### src/rtl/gpio_bank.sv
// gpio_bank: NUM_CH-bit GPIO with set/clear writes,
// synchronised inputs and edge-capture interrupt.
module gpio_bank #(
  parameter int NUM_CH      = 8,
  parameter int SYNC_STAGES = 2
) (
  input  logic              clk,
  input  logic              reset,
  input  logic              sel,
  input  logic [2:0]        addr,
  input  logic              re,
  input  logic [3:0]        we,
  input  logic [31:0]       wdata,
  output logic [31:0]       rdata,
  input  logic [NUM_CH-1:0] gpio_in,
  output logic [NUM_CH-1:0] gpio_out,
  output logic [NUM_CH-1:0] gpio_oe,
  output logic              irq
);

  typedef logic [NUM_CH-1:0] ch_t;

  localparam logic [2:0] A_IN   = 3'd0;
  localparam logic [2:0] A_OUT  = 3'd1;
  localparam logic [2:0] A_OE   = 3'd2;
  localparam logic [2:0] A_SET  = 3'd3;
  localparam logic [2:0] A_CLR  = 3'd4;
  localparam logic [2:0] A_RISE = 3'd5;
  localparam logic [2:0] A_FALL = 3'd6;
  localparam logic [2:0] A_PEND = 3'd7;

  ch_t sync_q [SYNC_STAGES];
  ch_t sync_d [SYNC_STAGES];
  ch_t prev_q, prev_d;
  ch_t out_q, out_d;
  ch_t oe_q, oe_d;
  ch_t rise_en_q, rise_en_d;
  ch_t fall_en_q, fall_en_d;
  ch_t pend_q, pend_d;
  logic [31:0] rdata_q, rdata_d;

  logic wr_en;
  logic rd_en;
  ch_t  wd;
  ch_t  in_s;
  ch_t  rise;
  ch_t  fall;
  ch_t  w1c;
  logic unused_wdata;

  assign wr_en = sel & (&we);
  assign rd_en = sel & re;
  assign wd    = wdata[NUM_CH-1:0];
  assign in_s  = sync_q[SYNC_STAGES-1];
  assign rise  = in_s & ~prev_q;
  assign fall  = ~in_s & prev_q;
  assign unused_wdata = ^wdata;

  // Synchroniser shift and edge-detect history.
  always_comb begin
    sync_d[0] = gpio_in;
    for (int i = 1; i < SYNC_STAGES; i++) begin
      sync_d[i] = sync_q[i-1];
    end
    prev_d = in_s;
  end

  // Register writes; a new edge beats a same-cycle W1C.
  always_comb begin
    out_d     = out_q;
    oe_d      = oe_q;
    rise_en_d = rise_en_q;
    fall_en_d = fall_en_q;
    w1c       = '0;
    if (wr_en) begin
      case (addr)
        A_OUT:   out_d     = wd;
        A_OE:    oe_d      = wd;
        A_SET:   out_d     = out_q | wd;
        A_CLR:   out_d     = out_q & ~wd;
        A_RISE:  rise_en_d = wd;
        A_FALL:  fall_en_d = wd;
        A_PEND:  w1c       = wd;
        default: ;
      endcase
    end
    pend_d = (pend_q & ~w1c)
           | (rise & rise_en_q)
           | (fall & fall_en_q);
  end

  // Registered read mux; holds value when idle.
  always_comb begin
    rdata_d = rdata_q;
    if (rd_en) begin
      rdata_d = '0;
      case (addr)
        A_IN:    rdata_d[NUM_CH-1:0] = in_s;
        A_OUT:   rdata_d[NUM_CH-1:0] = out_q;
        A_OE:    rdata_d[NUM_CH-1:0] = oe_q;
        A_RISE:  rdata_d[NUM_CH-1:0] = rise_en_q;
        A_FALL:  rdata_d[NUM_CH-1:0] = fall_en_q;
        A_PEND:  rdata_d[NUM_CH-1:0] = pend_q;
        default: rdata_d = '0;
      endcase
    end
  end

  // State registers, all cleared by async reset.
  always_ff @(posedge clk or negedge reset) begin
    if (!reset) begin
      for (int i = 0; i < SYNC_STAGES; i++) begin
        sync_q[i] <= '0;
      end
      prev_q    <= '0;
      out_q     <= '0;
      oe_q      <= '0;
      rise_en_q <= '0;
      fall_en_q <= '0;
      pend_q    <= '0;
      rdata_q   <= '0;
    end else begin
      for (int i = 0; i < SYNC_STAGES; i++) begin
        sync_q[i] <= sync_d[i];
      end
      prev_q    <= prev_d;
      out_q     <= out_d;
      oe_q      <= oe_d;
      rise_en_q <= rise_en_d;
      fall_en_q <= fall_en_d;
      pend_q    <= pend_d;
      rdata_q   <= rdata_d;
    end
  end

  assign rdata    = rdata_q;
  assign gpio_out = out_q;
  assign gpio_oe  = oe_q;
  assign irq      = |pend_q;

endmodule

### config.mk
export PLATFORM = sky130hd
export DESIGN_NAME = gpio_bank
export DESIGN_NICKNAME = d
export VERILOG_FILES = /design/src/rtl/gpio_bank.sv
export SDC_FILE = /design/constraint.sdc
export NUM_CORES = 1
export LEC_CHECK = 0
export ABC_AREA = 1
export CAP_MARGIN = 20
export CORE_MARGIN = 2
export CORE_UTILIZATION = 50
export CTS_BUF_LIST = sky130_fd_sc_hd__clkbuf_2
export DETAILED_ROUTE_END_ITERATION = 6
export PLACE_DENSITY = 0.89
export SETUP_SLACK_MARGIN = 0.5
export SLEW_MARGIN = 20
export SYNTH_ARGS = -nofsm -noshare
export SYNTH_HDL_FRONTEND = slang
export SYNTH_SLANG_ARGS = --single-unit
export TNS_END_PERCENT = 50
### constraint.sdc
create_clock -name clk -period 2.3 [get_ports clk]
set_clock_uncertainty 0.2 [all_clocks]
set_input_delay 0.575 -clock clk [delete_from_list [all_inputs] [get_ports clk]]
set_output_delay 0.575 -clock clk [all_outputs]
set_load 0.01 [all_outputs]
Word level (Yosys, flattened, before mapping) --
Cells that the tools add are included.
Storage, ports and cells: flip-flop bits (word level) 72, bits of input ports 51, output and inout port bits 49, logic and storage cells 43
Cells by class: equal/unequal tests 7, mux-type cells 4, bitwise logic cells 15, reductions and logical operators 8
Operators with widths (count):
- AND 8 bit | 6
- one-hot mux 8 bit (6 select lines) | 1
- NOT 8 bit | 4
- OR 8 bit | 3
- one-hot mux 8 bit (3 select lines) | 1
- two-way mux 8 bit | 2
- == test 3 bit, second input constant | 4
- AND reduction 2 bit | 4
- OR reduction 8 bit | 1
- == test 3 x 2 -> 1 bit, second input constant | 2
- AND reduction 4 bit | 1
- == test 3 x 1 -> 1 bit, second input constant | 1
- logical NOT 3 bit | 1
- nonzero test 3 bit | 1
- AND 1 bit | 2

Depth between registers and ports, before layout --
depth in word-level cells 7, depth in mapped cells 10, depth with buffers taken out 9

Worst setup path after synthesis --
OpenSTA, ideal clock, no wires.
path type input-to-reg, start input port addr[0], end register out_q[0] (netlist: gpio_out[0]), setup time 0.116 ns, arrival 1.436 ns, data required time 1.984 ns, slack 0.547 ns, cell stages on the path 8, path buffers 2, path through buf_6 > inv_2 > buf_2 > nor3_4 > o21ai_4 > inv_4 > nand2_1 > nand2_1
Between the ends: longest elaborated chain between the ends 3, elaborated cells between the ends (all ways) 6, those cells by class 3 x eq/ne; 1 x mux; 2 x reduce/logical
Ends and longest elaborated chain:
- start: declaration | line 10 | input logic [2:0] addr,
- == test 3 bit (tied with other cells) | line 76 | case (addr)
- nonzero test 3 bit (no source line)
- AND reduction 2 bit (no source line)
- end signal: assignment | line 127 | out_q <= out_d;
- end: declaration | line 35 | ch_t out_q, out_d;
Several ways; a longest one is shown, not always the timed one. A chain may end at the register's enable or synchronous reset.

Worst setup path in the final report --
start register pend_q[2], end output port irq
Between the ends: longest elaborated chain between the ends 1
Ends and longest elaborated chain:
- start: declaration | line 39 | ch_t pend_q, pend_d;
- start signal: assignment | line 131 | pend_q <= pend_d;
- OR reduction 8 bit | line 139 | assign irq = |pend_q;
- end: declaration | line 18 | output logic irq
Every way passes these cells.

==> impl_metrics.tcl <==
set metrics [dict create \
    status "complete, but fails checks" \
    violations "negative setup slack" \
    synthArstFlopShare 1.00 \
    vias 3287 \
    row_count 30 \
    grt.total_usage 0.234 \
    seq_area_frac_synth 0.510 \
    root_buffer "clkbuf_2" \
    syn_area_sq_um 3530 \
    viasPerCell 5.40 \
    cp_max_fo 2 \
    synthCells 414 \
    netSwitchingPower_uw 832 \
    synth_edf_count 0 \
    start_util 0.517 \
    fin_util 0.642 \
    htree_num_levels 3 \
    synth-simple-area-share 0.294 \
    hold_path.class "flip-flop to flip-flop" \
    drive_above_1_share 0.209 \
    synth_top_area_cell "dfrtp_1" \
    gp_congestion 0.915 \
    rsz0062_at_grt "yes" \
    synthMuxAreaShare 0 \
    cts_tree "done" \
    synth_warnings 0 \
    postSynthAreaPerCell_sq_um 8.53 \
    die_area_sq_um 7750 \
    synth_top_area_frac 0.510 \
    arrival_ps 1550 \
    drtIter0Drc 235 \
    yosys-top-cells-count "nand2_1 (122), dfrtp_1 (72), o21ai_0 (36), nand3_1 (35), nand4_1 (26)" \
    fin_crit_sh 1.01 \
    power_frac_comb 0.188 \
    globalRouteMet1Util 0.298 \
    area_growth_pct 24.3 \
    fp.coreArea_sq_um 6830 \
    start_kind "flip-flop" \
    end_kind "output port" \
    synth.most_common_cell "nand2_1" \
    synthFlopType "dfrtp_1" \
    fill_cells 555 \
    synth_top_family_by_area "simple AND/OR/NAND/NOR gates" \
    yosysUniqueCellTypes 26 \
    finalWorstSetupSlack_ps -22.8 \
    crit_required_ps 1520 \
    clockPowerShare 0.296 \
    synth_xor_area_frac 0 \
    grt_max_degree 73 \
    power.total_mw 2.79 \
    post-dp-hpwl_microns 6060 \
    ys_ff_latch 72 \
    maxCapViolCount 0 \
    clock_path_buffers 2 \
    grt_use_met3 0.0547 \
    wl_per_cell_microns 14.5 \
    grt-ovfl-total 0 \
    fin_crit_ps 2320 \
    io_pins 100 \
    diodes 0 \
    die_h_microns 88.0 \
    antenna_found_initial 0 \
    die_width_microns 88.0 \
    synth_compound_area_frac 0.0815 \
    grt_busiest_layer "met2" \
    cts.sinks 72 \
    max_freq_mhz 431 \
    synth_fa_ha_area_frac 0 \
    finalMaxSlewViolations 0 \
    peakVddDrop_mv 0.437 \
    seqPwrFrac 0.516 \
    numCtsBuffers 9 \
    path_class "flip-flop to output port" \
    hold_slack_ps 175 \
    insertion_delay_ps 540 \
    met2_usage 0.389 \
    grt_pass1_wl_microns 13800 \
    setup_viol 1 \
    swShare 0.298 \
    hold_viol_final 0 \
    portBuffers 51 \
    internal-power_mw 1.96 \
    drc_errors 0 \
    antenna_left 0 \
    routed_wl_microns 8840 \
    clk_pin_slew_ps 200 \
    grt_pass1_vias 2919 \
    dr.pass1.iters 5 \
    synth_top_cells_by_area "dfrtp_1 (51%), nand2_1 (13%), buf_4 (5.3%)" \
    final_nets 559 \
    leakage_nw 2.24 \
    power_density_nw_per_um2 636 \
]
==> placed cells by master, fill, tap and decap left out, drive strengths merged <==
master	instances
a21oi	8
a31oi	5
buf	72
bufinv	2
clkbuf	9
clkdlybuf4s50	24
clkinv	3
clkinvlp	2
conb	24
dfrtp	72
dlygate4sd3	1
dlymetal6s2s	1
inv	28
nand2	126
nand3	36
nand4	28
nor2	26
nor3	3
nor4	2
o21ai	41
==> path summary, 6_finish.rpt <==
path | start | endpoint | depth (start not counted) | slack [ps]
min | sync_d[6] | in_s[6] | 0 | 180
min reg2reg | sync_d[6] | in_s[6] | 0 | 180
max | pend_q[2] | irq | 3 | -20
max in group asynchronous | reset | pend_q[2] | 3 | 1230
min in group asynchronous | reset | gpio_out[5] | 3 | 340
max reg2reg | gpio_out[5] | rdata[5] | 8 | 820
==> power groups by stage <==
stage                     clock network (mW)  registers [mW]  logic (mW)
after floorplan                            0            1.48       0.230
after global placement                     0            1.48       0.450
after detailed placement                   0            1.48       0.464
after CTS                              0.837            1.44       0.489
after global routing                   0.901            1.45       0.578
final                                  0.826            1.44       0.525
==> critical path: stages (launching register included) <==
cell and delay, ps:
dfrtp_1 450, nor4_2 320, nand2_1 110, buf_2 150
==> sequential cells by signal, indices dropped and copies added (netlist names) <==
signal	flops
gpio_oe	8
gpio_out	8
pend_q	8
fall_en_q	8
sync_d	8
prev_q	8
rise_en_q	8
in_s	8
rdata	8
==> layout make-up <==
type                            count  area (sq um)  share of cell area
Sequential cell                    72          1800               0.411
Multi-Input combinational cell    299          1430               0.326
Timing Repair Buffer               98           779               0.178
Tap cell                           96           120              0.0274
Inverter                           28           116              0.0265
Clock inverter                      7          95.1              0.0217
Clock buffer                        9          45.0              0.0103
==> layer usage <==
metal	share of wire	vias to the layer above	wire (microns)
li1	-	1522	-
met1	0.40	1548	3570
met2	0.49	186	4290
met3	0.080	31	709
met4	0.031	0	271
met5	0	-	0
==> kinds of logic (layout without fill, tap and decap cells) <==
| family | after synthesis | count (layout) |
|---|---|---|
| other | 1 | 24 |
| and+or+nand+nor | 221 | 221 |
| buffers and inverters | 66 | 142 |
| AOI/OAI and AO/OA | 54 | 54 |
| DFF | 72 | 72 |
==> stage by stage <==
stage	worst slack, ps	area, sq um	instances	setup TNS, ps
after global placement	27.6	4170	570	0
after global routing	-116	4390	609	-116
after detailed placement	-39.0	4170	570	-129
after floorplan	547	3620	437	0
final	-22.8	4390	609	-22.8
after CTS	-22.1	4310	601	-22.1
==> repair_timing <==
| item | CTS | global route |
|---|---|---|
| buffers inserted | 14 | 8 |
| resized for setup | 102 | 6 |
| hold buffers | 1 | 0 |
| hold endpoints to repair | 72 | 0 |
| cloned | 0 | 0 |
| endpoints found under the setup margin | 25 | 45 |
| pin swaps | 1 | 1 |
No activity file was read; power rests on OpenSTA's default activity.
